## src/rtl/dff_pipe_stage_chain_if.sv

```systemverilog
// Handshake bundle for the elastic register chain.
// Carries the upstream (in_*) and downstream (out_*) valid/ready/data signals.
// The slave side is the chain itself; the master side is whatever surrounds it.
interface dff_pipe_stage_chain_if #(
   parameter int WIDTH = 8
);

   logic             in_valid;
   logic             in_ready;
   logic [WIDTH-1:0] in_data;
   logic             out_valid;
   logic             out_ready;
   logic [WIDTH-1:0] out_data;

   modport master (
      output in_valid,
      output in_data,
      output out_ready,
      input  in_ready,
      input  out_valid,
      input  out_data
   );

   modport slave (
      input  in_valid,
      input  in_data,
      input  out_ready,
      output in_ready,
      output out_valid,
      output out_data
   );

endinterface

```

## src/rtl/dff_pipe_stage_chain.sv

```systemverilog
// Elastic delay line built from DEPTH register stages with valid/ready flow control.
// Each stage holds a valid bit and a data word. Words advance whenever the stage
// ahead is empty or is itself advancing, so bubbles collapse and a stalled chain
// fills up completely. Flush drops every word but leaves the data registers alone.
module dff_pipe_stage_chain #(
   parameter int               WIDTH     = 8,
   parameter int               DEPTH     = 4,
   parameter logic [WIDTH-1:0] RESET_VAL = '0
) (
   input  logic                       clk,
   input  logic                       reset,
   input  logic                       flush,
   dff_pipe_stage_chain_if.slave      bus,
   output logic [$clog2(DEPTH+1)-1:0] occupancy
);

   localparam int OCCW = $clog2(DEPTH + 1);

   logic [DEPTH-1:0] vld;
   logic [WIDTH-1:0] data_q [DEPTH];

   logic [DEPTH-1:0] rdy;
   logic [DEPTH-1:0] src_vld;
   logic [WIDTH-1:0] src_data [DEPTH];

   logic             in_ready_int;
   logic             in_fire;
   logic             out_fire;
   logic [OCCW-1:0]  occupancy_next;

   // Ready ripples from the output back toward stage 0: a stage can load if it is
   // empty or if the stage in front of it is loading this cycle.
   always_comb begin
      logic acc;
      rdy = '0;
      acc = bus.out_ready;
      for (int i = DEPTH - 1; i >= 0; i--) begin
         acc    = ~vld[i] | acc;
         rdy[i] = acc;
      end
   end

   // Each stage takes its source from the stage behind it; stage 0 takes the input port.
   always_comb begin
      src_vld     = '0;
      src_vld[0]  = bus.in_valid;
      src_data[0] = bus.in_data;
      for (int i = 1; i < DEPTH; i++) begin
         src_vld[i]  = vld[i-1];
         src_data[i] = data_q[i-1];
      end
   end

   assign in_ready_int  = rdy[0] & ~flush;
   assign in_fire       = bus.in_valid & in_ready_int;
   assign out_fire      = vld[DEPTH-1] & bus.out_ready;

   assign bus.in_ready  = in_ready_int;
   assign bus.out_valid = vld[DEPTH-1];
   assign bus.out_data  = data_q[DEPTH-1];

   // Occupancy moves by at most one per cycle; accept and deliver together cancel out.
   always_comb begin
      occupancy_next = occupancy;
      case ({in_fire, out_fire})
         2'b10:   occupancy_next = occupancy + OCCW'(1);
         2'b01:   occupancy_next = occupancy - OCCW'(1);
         default: occupancy_next = occupancy;
      endcase
   end

   // Valid bits: reset and flush empty the chain, otherwise a loading stage copies its source valid.
   always_ff @(posedge clk) begin
      if (reset) begin
         vld <= '0;
      end else if (flush) begin
         vld <= '0;
      end else begin
         for (int i = 0; i < DEPTH; i++) begin
            if (rdy[i]) begin
               vld[i] <= src_vld[i];
            end
         end
      end
   end

   // Data registers only capture real words, so a bubble never overwrites the last value held.
   always_ff @(posedge clk) begin
      if (reset) begin
         for (int i = 0; i < DEPTH; i++) begin
            data_q[i] <= RESET_VAL;
         end
      end else if (!flush) begin
         for (int i = 0; i < DEPTH; i++) begin
            if (rdy[i] && src_vld[i]) begin
               data_q[i] <= src_data[i];
            end
         end
      end
   end

   // Registered count of valid stages, cleared together with the valid bits.
   always_ff @(posedge clk) begin
      if (reset) begin
         occupancy <= '0;
      end else if (flush) begin
         occupancy <= '0;
      end else begin
         occupancy <= occupancy_next;
      end
   end

endmodule

```

## src/flat_wrapper.sv

```systemverilog
// flat-port wrapper written by rule: the top's interface ports become plain ports
module dff_pipe_stage_chain_flat 
#(
   parameter int               WIDTH     = 8,
   parameter int               DEPTH     = 4,
   parameter logic [WIDTH-1:0] RESET_VAL = '0
)
  (clk, reset, flush, occupancy, bus_in_valid, bus_in_data, bus_out_ready, bus_in_ready, bus_out_valid, bus_out_data);
  dff_pipe_stage_chain_if #(.WIDTH(WIDTH)) bus_i ();
  input  logic clk;
  input  logic reset;
  input  logic flush;
  output logic [$clog2(DEPTH+1)-1:0] occupancy;
  input wire logic [$bits(bus_i.in_valid)-1:0] bus_in_valid;
  input wire logic [$bits(bus_i.in_data)-1:0] bus_in_data;
  input wire logic [$bits(bus_i.out_ready)-1:0] bus_out_ready;
  output wire logic [$bits(bus_i.in_ready)-1:0] bus_in_ready;
  output wire logic [$bits(bus_i.out_valid)-1:0] bus_out_valid;
  output wire logic [$bits(bus_i.out_data)-1:0] bus_out_data;
  assign bus_i.in_valid = bus_in_valid;
  assign bus_i.in_data = bus_in_data;
  assign bus_i.out_ready = bus_out_ready;
  assign bus_in_ready = bus_i.in_ready;
  assign bus_out_valid = bus_i.out_valid;
  assign bus_out_data = bus_i.out_data;
  dff_pipe_stage_chain #(.WIDTH(WIDTH), .DEPTH(DEPTH), .RESET_VAL(RESET_VAL)) u_core (.clk(clk), .reset(reset), .flush(flush), .bus(bus_i), .occupancy(occupancy));
endmodule
```

## config.mk

```make
export PLATFORM = sky130hd
export DESIGN_NAME = dff_pipe_stage_chain_flat
export DESIGN_NICKNAME = d
export VERILOG_FILES = /design/src/rtl/dff_pipe_stage_chain_if.sv /design/src/rtl/dff_pipe_stage_chain.sv /design/src/flat_wrapper.sv
export SDC_FILE = /design/constraint.sdc
export NUM_CORES = 1
export LEC_CHECK = 0
export ABC_AREA = 1
export CAP_MARGIN = 0
export CORE_AREA = 3 3 62 64
export DETAILED_ROUTE_END_ITERATION = 7
export DIE_AREA = 0 0 65 67
export GPL_TIMING_DRIVEN = 0
export PLACE_DENSITY = 0.72
export RECOVER_POWER = 50
export SLEW_MARGIN = 20
export SYNTH_ARGS = -nofsm -noshare
export SYNTH_HDL_FRONTEND = slang
export SYNTH_SLANG_ARGS = --single-unit
```

## constraint.sdc

```tcl
create_clock -name clk -period 2.3 [get_ports clk]
set_input_delay 0.46 -clock clk [delete_from_list [all_inputs] [get_ports clk]]
set_output_delay 0.46 -clock clk [all_outputs]
set_load 0.02 [all_outputs]
```

After elaboration in Yosys (flattened, before gate mapping)
Memories as Yosys holds them, arrays and structs flattened.
Cells that the tools add are included.

word-level totals
  flip-flop bits (word level) = 7
  RAM bits = 32
  bits of input ports = 13
  output and inout port bits = 13
  memories = 1

memory list
  memory         words  width  rd ports  clocked after memory_dff  wr ports  line                        RTL
  u_core.data_q  4      8      4         0                         4         dff_pipe_stage_chain.sv:20  logic [WIDTH-1:0] data_q [DEPTH];

cells by class
  add/subtract/negate cells = 2
  equal/unequal tests = 2
  multiplexer cells = 23
  bitwise logic cells = 16
  reductions and logical operators = 6

operator list
  kind                                                  count
  two-way mux 8 bit                                     4
  two-way mux 1 bit                                     18
  bitwise OR 1 bit                                      8
  one-hot mux 3 bit (2 select lines)                    1
  NOT 1 bit                                             5
  logical AND 1 bit                                     4
  adder 3 x 1 -> 3 bit (second input constant)          1
  bitwise AND 1 bit                                     3
  subtractor 3 x 1 -> 3 bit (second input constant)     1
  equality test 2 x 1 -> 1 bit (second input constant)  1
  equality test 2 bit (second input constant)           1
  nonzero test 2 bit                                    1
  OR reduction 2 bit                                    1

Longest topological paths before layout
Gate-level depths: netlist of run 1.

  word-level depth = 11
  mapped depth = 11
  mapped depth without buffers = 11

Worst setup path after synthesis of run 1
Ideal clock, no wire load.

  path type = reg-to-reg
  from = register u_core.vld[3]
  to = register u_core.occupancy[1]
  arrival = 1.659 ns
  path slack = 0.521 ns
  stages on the path, launching flop included = 9
  buffers on the path = 0
  clock period less this slack = 1.779 ns
  cells stage by stage = dfxtp_1 inv_1 nor2_4 nand4_2 nand3_1 ha_1 fa_1 o21ai_0 a21oi_1

between the ends
  cells in the longest elaborated chain, start to end = 9

ends and longest elaborated chain
  element                                                                     line                         RTL
  start: declaration                                                          dff_pipe_stage_chain.sv:19   logic [DEPTH-1:0] vld;
  start signal: indexed assignment                                            dff_pipe_stage_chain.sv:81   vld[i] <= src_vld[i];
  NOT 1 bit                                                                   dff_pipe_stage_chain.sv:38   acc = ~vld[i] | acc;
  bitwise OR 1 bit (4 in a row)                                               dff_pipe_stage_chain.sv:38
  bitwise AND 1 bit                                                           dff_pipe_stage_chain.sv:54   assign in_ready_int = rdy[0] & ~flush;
  bitwise AND 1 bit                                                           dff_pipe_stage_chain.sv:55   assign in_fire = bus.in_valid & in_ready_int;
  equality test 2 x 1 -> 1 bit / equality test 2 bit (equally long branches)  dff_pipe_stage_chain.sv:65   case ({in_fire, out_fire})
  one-hot mux 3 bit (2 select lines) *                                        dff_pipe_stage_chain.sv:65
  via u_core.occupancy_next[1]                                                dff_pipe_stage_chain.sv:29   logic [OCCW-1:0] occupancy_next;
  end signal: assignment                                                      dff_pipe_stage_chain.sv:109  occupancy <= occupancy_next;
  end: declaration                                                            dff_pipe_stage_chain.sv:14   output logic [$clog2(DEPTH+1)-1:0] occupancy

Mark *: on every way through the listed nets, which the timed path passes. The rest lies on a longest branch.
A chain may end at the register's enable or synchronous reset.

Worst setup path in the final report of run 1
  from = input bus_out_ready
  to = output bus_in_ready

between the ends
  cells in the longest elaborated chain, start to end = 5

ends and longest elaborated chain
  element                        line                        RTL
  start: declaration             flat_wrapper.sv:16          input wire logic [$bits(bus_i.out_ready)-1:0] bus_out_ready;
  bitwise OR 1 bit (4 in a row)  dff_pipe_stage_chain.sv:38
  bitwise AND 1 bit              dff_pipe_stage_chain.sv:54
  end: declaration               flat_wrapper.sv:17          output wire logic [$bits(bus_i.in_ready)-1:0] bus_in_ready;

No other way between the ends.

==> results of run 1 <==
-- layout by cell type (no fill, tap or decap) --
| master | count |
|---|---|
| sky130_fd_sc_hd__clkinv_2 | 1 |
| sky130_fd_sc_hd__clkbuf_4 | 5 |
| sky130_fd_sc_hd__xor2_1 | 1 |
| sky130_fd_sc_hd__nand2_1 | 7 |
| sky130_fd_sc_hd__o21bai_1 | 1 |
| sky130_fd_sc_hd__inv_1 | 42 |
| sky130_fd_sc_hd__nand4_1 | 1 |
| sky130_fd_sc_hd__o21ai_0 | 2 |
| sky130_fd_sc_hd__ha_1 | 1 |
| sky130_fd_sc_hd__nand4_2 | 1 |
| sky130_fd_sc_hd__buf_4 | 8 |
| sky130_fd_sc_hd__nand3_1 | 6 |
| sky130_fd_sc_hd__a21oi_1 | 5 |
| sky130_fd_sc_hd__dfxtp_1 | 7 |
| sky130_fd_sc_hd__dlygate4sd2_1 | 1 |
| sky130_fd_sc_hd__nor2_4 | 1 |
| sky130_fd_sc_hd__clkdlybuf4s50_1 | 24 |
| sky130_fd_sc_hd__fa_1 | 1 |
| sky130_fd_sc_hd__nor2_1 | 39 |
| sky130_fd_sc_hd__edfxtp_1 | 32 |
| sky130_fd_sc_hd__o31ai_2 | 1 |
| sky130_fd_sc_hd__clkbuf_1 | 2 |
-- flip-flops by register name, summed over array words and instances, names as in the netlist --
signal and flops:
u_core.occupancy 3, u_core.vld 4, u_core.data_q 32
-- stage by stage --
stage	total power, W	worst slack, ns	hold slack, ns	utilization	instance area (um^2)
floorplan	0.000870	0.521	0.499	-	1690
global placement	0.000915	-0.116	0.470	0.600	2000
detailed placement	0.000919	-0.162	0.487	0.600	2000
CTS	0.00123	0.141	0.502	0.615	2050
global route	0.00128	0.0470	0.530	0.601	2000
finish	0.00122	0.143	0.497	0.601	2000
-- tightest hold or removal path, delay by kind of cell, from the launching register on --
| kind | cells | cell delay [ns] |
|---|---|---|
| flops | 1 | 0.35 |
| buf+inv | 1 | 0.06 |
| compound gates | 1 | 0.05 |
-- routing by layer --
layer / track usage / share of wire / vias to the layer above
met1: 0.133 / 0.38 / 480
met4: 0.0396 / 0.0026 / 0
met3: 0.0506 / 0.052 / 2
li1: - / - / 536
met5: 0 / 0 / -
met2: 0.241 / 0.57 / 24
-- cells by family (layout without fill, tap and decap cells) --
kind of cell    after synthesis  after routing  synth area share
fa+ha+maj                     2              2            0.0192
compound gates                9              9            0.0295
simple gates                 55             55             0.168
flops                        39             39             0.650
buf+inv                      50             83             0.129
xor+xnor                      1              1           0.00517
-- synth_stat cells --
cell | instances | area [um^2]
sky130_fd_sc_hd__a21oi_1 | 5 | 25.0
sky130_fd_sc_hd__o21bai_1 | 1 | 7.51
sky130_fd_sc_hd__o31ai_1 | 1 | 7.51
sky130_fd_sc_hd__nand4_2 | 2 | 25.0
sky130_fd_sc_hd__xor2_1 | 1 | 8.76
sky130_fd_sc_hd__edfxtp_1 | 32 | 961
sky130_fd_sc_hd__ha_1 | 1 | 12.5
sky130_fd_sc_hd__inv_1 | 42 | 158
sky130_fd_sc_hd__fa_1 | 1 | 20.0
sky130_fd_sc_hd__o21ai_0 | 2 | 10.0
sky130_fd_sc_hd__nand2_1 | 7 | 26.3
sky130_fd_sc_hd__buf_4 | 8 | 60.1
sky130_fd_sc_hd__nor2_1 | 38 | 143
sky130_fd_sc_hd__nor2_4 | 2 | 22.5
sky130_fd_sc_hd__nand3_1 | 3 | 15.0
sky130_fd_sc_hd__dfxtp_1 | 7 | 140
sky130_fd_sc_hd__nand3_4 | 3 | 52.6
-- cell type report --
type	count	share of cell area
multi-input combinational	67	0.164
clock inverter	1	0.00250
timing repair buffer	25	0.124
inverter	42	0.0787
buffer	8	0.0300
clock buffer	7	0.0225
sequential	39	0.549
tap	46	0.0287
-- final timing paths --
| kind | slack (ns) | cells past startpoint | endpoint |
|---|---|---|---|
| hold reg to reg | 0.50 | 2 | u_core.occupancy[1] |
| setup reg to reg | 0.50 | 8 | u_core.occupancy[1] |
| setup / recovery | 0.14 | 6 | bus_in_ready |
| hold / removal | 0.50 | 2 | u_core.occupancy[1] |
-- power groups by stage --
stage	Clock, W	Sequential (W)	Combinational, W
2_1_floorplan	0	0.000818	0.0000525
3_3_place_gp	0	0.000818	0.0000969
3_5_place_dp	0	0.000819	0.000100
4_1_cts	0.000330	0.000803	0.000100
5_1_grt	0.000372	0.000806	0.000107
6_report	0.000318	0.000802	0.0000954
==> results.rst, run 1 <==
.. list-table::
   :header-rows: 1

   * - Metric
     - Value
   * - Via/cell ratio
     - 4.43
   * - Post-layout min period
     - around 2.2 ns
   * - Post-CTS Hold Fix Bufs
     - 0
   * - Die width
     - approximately 65 um
   * - Max incr delay on CP
     - around 0.46 ns
   * - Final Hold Fails
     - 0
   * - GRT Overall Usage
     - 0.130
   * - Syn nets
     - roughly 170
   * - Post-DRT Antenna Nets
     - 0
   * - Ant. Diodes
     - 0
   * - Final global-route overflow total
     - 0
   * - Part of the total power dissipated in combinational logic
     - 0.078
   * - Placed Cells
     - between 200 and 250
   * - Sequential cell area
     - ~1100 um^2
   * - Worst supply voltage drop on vdd
     - around 0.36 mV
   * - Total setup violations reported at the end of the flow
     - 0
   * - Part of the Yosys area used for sequential elements
     - 0.650
   * - Worst-case clock buffer depth
     - 2
   * - Slew of the pin with the lowest slew margin
     - about 0.99 ns
   * - First-pass iteration count of the detailed router
     - 4
   * - CP bufs+invs
     - 3
   * - CTS sink count
     - 39
   * - Placer Congestion
     - a little under 0.7
   * - Average wire per standard cell
     - approximately 10 um
   * - Number of warnings reported in the yosys synthesis log
     - 0
   * - Achievable frequency
     - between 400 and 500 MHz
   * - Synthesis-stage register bit count
     - 39
   * - Static leakage
     - about 0.86 nW
   * - Run status
     - complete, no violations
   * - PD cells
     - 606 nW/um^2
   * - Die boundary height
     - 67 um
   * - Family with the most delay on the worst path
     - buffers and inverters
   * - Sequential group share of total power
     - 0.660
   * - Type of the setup path with the least slack
     - input pin to primary output
   * - Kind of start point of the critical path
     - input pin
   * - Area occupied by multi-input gates
     - between 300 and 400 um^2
   * - WL final
     - 2340 um
   * - Synthesized instance count
     - between 150 and 200
   * - Number of distinct library cell variants in the gate-level netlist after synthesis
     - 17
   * - Number of antenna violations at the first check in global routing
     - 0
   * - Remaining routing DRC violations
     - 0
   * - Clock transition at path regs
     - roughly 0.10 ns
   * - Switching power
     - about 0.00026 W
   * - Syn Std Cell Area
     - about 1700 um^2
   * - IO buf count
     - 25
   * - First DRT Iteration DRCs
     - 20
   * - Crit path arrival time
     - between 1.5 and 2 ns
   * - Number of max-slew violations in the final report
     - 0
   * - Core region area
     - between 3000 and 4000 um^2
   * - Setup tns final
     - 0 ns
   * - Root Driver
     - sky130_fd_sc_hd__clkbuf_4
   * - Clk Latency, worst-skew pair
     - roughly 0.32 ns
   * - Layout Skew
     - approximately 0.0057 ns
   * - Wire length of the first global-routing pass
     - around 4200 um
   * - Max H-tree Level
     - 2
   * - Number of gates resized after CTS
     - 1
   * - Finished Layout Cells
     - roughly 240
   * - Slowest library cell on the worst path
     - sky130_fd_sc_hd__clkdlybuf4s50_1
   * - CTS tree
     - built
   * - NumNets Final
     - slightly above 200
   * - Setup repair after global routing missed its margin
     - false
   * - First element of the critical path
     - bus_out_ready
   * - Max-cap violations
     - 0
   * - Die Area
     - 4360 um^2
   * - Routed vias
     - roughly 1000
   * - Slew margin rel.
     - 0.332
   * - Required time of the critical path
     - 1.84 ns
   * - Clock network power share
     - 0.262
   * - Row Count
     - 21
   * - Launch instance of the worst register-to-register path
     - u_core.vld[3]
   * - CTS buffer count
     - 5
   * - HP Start
     - u_core.occupancy[1]
   * - Maximum number of pins on one net before global-route repair
     - 12
   * - Mean cell area of the mapped netlist
     - about 11 um^2
   * - Initial Util
     - 0.508
   * - Synthesis-to-finish area growth
     - 18.3%
   * - Number of placed I/O pins
     - 26
   * - Min-Delay Path Class
     - flop to flop
   * - Vias in the first global route
     - a little over 1000
   * - Peak fanout along the critical path
     - 5
   * - Chain of cells forming the critical path
     - clkdlybuf4s50_1 -> nor2_4 -> nand4_2 -> inv_1 -> nor2_1 -> dlygate4sd2_1
   * - Fraction of layout cells with a size suffix above 1
     - 0.0899
   * - Internal
     - approximately 0.00096 W
   * - Half-perimeter wire length after detailed placement
     - around 1800 um
   * - Nature of the critical path endpoint
     - primary output
   * - Post CTS Setup Buffer Count
     - 0
   * - Final worst-path cycle share
     - 0.938
   * - Switching share of power
     - 0.212
   * - Final-layout fill cell count
     - 310
No activity file was read; power rests on OpenSTA's default activity.
==> inputs of run 2 (changes only) <==
- clock period: 2.3 -> 2.2 ns (I/O delays scaled with it)
==> run 2 against run 1 <==
Compared with the run above: register-to-register slack lost 0.11 ns; die area unchanged; sequential share of layout area fell by 0.41 points; core utilization is 0.45 points higher; hold slack hardly changed; sequential power rose by 4.5%; worst setup slack worse by 0.017 ns; critical endpoint unchanged; first-iteration DRC count shrank 20%; cell area up 0.75%; clock power rose by 4%; cell count is 0.85% higher; flip-flop and latch count did not move.
==> results.rst, run 2 (synthesis gave the netlist of run 1 again) <==
.. list-table::
   :header-rows: 1

   * - Metric
     - Value
   * - Run status
     - complete, no violations
   * - Number of flip-flops in the largest register
     - 32 (unchanged)
   * - Via/cell ratio
     - 4.42 (-0.27%)
   * - CTS sink count
     - 39 (unchanged)
   * - Placer Congestion
     - 0.697 (unchanged)
   * - Detailed route wirelength on metal3
     - 123 um (+0.82%)
   * - Setup repair after global routing missed its margin
     - false
   * - First DRT Iteration DRCs
     - 16 (-20%)
   * - Die width
     - 65 um (unchanged)
   * - Initial Util
     - 0.508 (unchanged)
   * - Most flops, register
     - u_core.data_q
   * - Post-DRT Antenna Nets
     - 0 (unchanged)
   * - Average wire per standard cell
     - 9.88 um (-0.97%)
   * - Count of cells along the worst hold path
     - 2 (unchanged)
   * - Vias in the first global route
     - 1031 (unchanged)
   * - Sequential cell area
     - 1100 um^2 (unchanged)
   * - Leading cell types in the layout, fill and taps excluded
     - 42 x sky130_fd_sc_hd__inv_1, 39 x sky130_fd_sc_hd__nor2_1, 32 x sky130_fd_sc_hd__edfxtp_1
   * - Commonest non-fill, non-tap cell in the layout
     - sky130_fd_sc_hd__inv_1
   * - Peak fanout along the critical path
     - 5 (unchanged)
   * - Nature of the critical path endpoint
     - primary output
   * - Finished Layout Cells
     - 237 (+0.85%)
   * - Total setup violations reported at the end of the flow
     - 0 (unchanged)
   * - Launch instance of the worst register-to-register path
     - u_core.vld[3]
   * - Slew of the pin with the lowest slew margin
     - 0.990 ns (-0.00188 ns)
   * - Post-layout util
     - 0.605 (+0.00450)
   * - Area occupied by multi-input gates
     - 329 um^2 (unchanged)
   * - Post-layout min period
     - a little over 2 ns
   * - Worst R2R End
     - u_core.occupancy[1]
   * - Design Power
     - 0.00127 W (+4.4%)
   * - Final-layout fill cell count
     - 307 (-0.97%)
   * - Remaining routing DRC violations
     - 0 (unchanged)
   * - First-pass iteration count of the detailed router
     - 4 (unchanged)
   * - Clock transition at path regs
     - 0.10 ns (about the same)
   * - Number of max-slew violations in the final report
     - 0 (unchanged)
   * - Die Area
     - 4360 um^2 (unchanged)
   * - Slew margin rel.
     - 0.333 (+0.00127)
   * - Achievable frequency
     - ~480 MHz
   * - Type of the setup path with the least slack
     - input pin to primary output
   * - Fraction of layout cells with a size suffix above 1
     - 0.0995 (+0.00953)
   * - WL final
     - 2340 um (-0.13%)
   * - Number of cells on the worst reg-to-reg path
     - 8 (unchanged)
   * - Max-cap violations
     - 0 (unchanged)
   * - Required time of the critical path
     - 1.76 ns (-0.08 ns)
   * - Largest registers
     - u_core.data_q: 32 flops, u_core.vld: 4 flops, u_core.occupancy: 3 flops
   * - Die boundary height
     - 67 um (unchanged)
   * - Number of placed I/O pins
     - 26 (unchanged)
   * - Final Hold Fails
     - 0 (unchanged)
   * - Root Driver
     - sky130_fd_sc_hd__clkbuf_4
   * - PD cells
     - 629 nW/um^2 (+3.7%)
   * - CTS buffer count
     - 5 (unchanged)
   * - GRT Overall Usage
     - 0.130 (unchanged)
   * - Routed vias
     - 1048 (+0.58%)
   * - Wire length of the first global-routing pass
     - 4220 um (unchanged)
   * - Core region area
     - 3340 um^2 (unchanged)
   * - Row Count
     - 21 (unchanged)
   * - Clk Latency, worst-skew pair
     - 0.32 ns (about the same)
   * - Sum of routed wire segments on met1
     - 899 um (+1.7%)
   * - Number of antenna violations at the first check in global routing
     - 0 (unchanged)
   * - CTS tree
     - built
   * - Kind of start point of the critical path
     - input pin
   * - Max H-tree Level
     - 2 (unchanged)
   * - HP Start
     - u_core.occupancy[1]
   * - Maximum number of pins on one net before global-route repair
     - 12 (unchanged)
   * - Synthesis-to-finish area growth
     - 19.2%
   * - Ant. Diodes
     - 0 (unchanged)
   * - IO buf count
     - 25 (unchanged)
   * - Max Used Layer
     - met4
   * - Hold-critical path endpoint
     - u_core.occupancy[1]
   * - Min-Delay Path Class
     - flop to flop
   * - NumNets Final
     - 205 (+0.99%)
   * - Final worst-path cycle share
     - 0.943
   * - Crit path arrival time
     - 1.63 ns (-0.07 ns)
   * - Half-perimeter wire length after detailed placement
     - 1840 um (unchanged)
   * - Placed Cells
     - 227 (unchanged)
   * - Register-to-register setup slack
     - 0.39 ns (-0.11 ns)
   * - Worst-case clock buffer depth
     - 2 (unchanged)
   * - Layout Skew
     - 0.00666 ns (+0.000956 ns)
   * - Final global-route overflow total
     - 0 (unchanged)
   * - Static leakage
     - 0.866 nW (+1.2%)
   * - Worst supply voltage drop on vdd
     - 0.380 mV (+4.3%)
   * - Wire length on met2
     - 1310 um (-1.4%)
-- run 2: layer usage --
layer,up-vias,GRT usage
li1,541,-
met1,482,0.133
met2,23,0.241
met3,2,0.0506
met4,0,0.0396
met5,-,0
-- run 2: cell type report --
class	count	area share
sequential	39	0.545
inverter	42	0.0781
timing repair buffer	27	0.131
tap	46	0.0285
clock buffer	7	0.0223
multi-input combinational	67	0.163
clock inverter	1	0.00248
buffer	8	0.0297
-- run 2: per-stage QoR --
stage | setup TNS, ns | area (um^2) | worst slack, ns | hold WS (ns)
final | 0 | 2020 | 0.125 | 0.497
after global placement | -2.93 | 2000 | -0.196 | 0.470
after detailed placement | -3.67 | 2000 | -0.242 | 0.487
after CTS | 0 | 2050 | 0.0805 | 0.502
after global routing | 0 | 2020 | 0.0308 | 0.530
after floorplan | 0 | 1690 | 0.421 | 0.499
-- run 2: worst max-delay path: stages --
cell,delay (ns)
sky130_fd_sc_hd__clkdlybuf4s50_1,0.46
sky130_fd_sc_hd__nor2_4,0.15
sky130_fd_sc_hd__nand4_2,0.13
sky130_fd_sc_hd__inv_1,0.10
sky130_fd_sc_hd__nor2_1,0.04
sky130_fd_sc_hd__dlygate4sd2_1,0.32
-- run 2: worst max-delay path by stage --
stage	startpoint	endpoint	slack (ns)
2_1_floorplan	u_core.vld[3]	u_core.occupancy[1]	0.42
3_3_place_gp	bus_out_ready	u_core.data_q[0][19]	-0.20
3_5_place_dp	bus_out_ready	u_core.data_q[0][23]	-0.24
4_1_cts	bus_out_ready	bus_in_ready	0.08
5_1_grt	bus_out_ready	bus_in_ready	0.03
6_report	bus_out_ready	bus_in_ready	0.13
-- run 2: where the power goes --
part           leakage [nW]  switching, W  internal (W)
Combinational         0.448     0.0000520     0.0000479
Clock                0.0293      0.000207      0.000125
Sequential            0.388    0.00000997      0.000828
-- run 2: what timing repair did --
action / CTS / global route
resized for setup: 1 / 1
pin swaps: 0 / 1
hold buffers: 0 / 0
hold endpoints to repair: 0 / 0
setup endpoints to repair: 1 / 2
setup buffers: 0 / 2
==> inputs of run 3 (changes only) <==
- ABC_CLOCK_PERIOD_IN_PS: not set -> 2200
- CAP_MARGIN: 0 -> 20
==> results of run 3 <==
No change in the layout: final DEF, timing and power equal those of run 2.
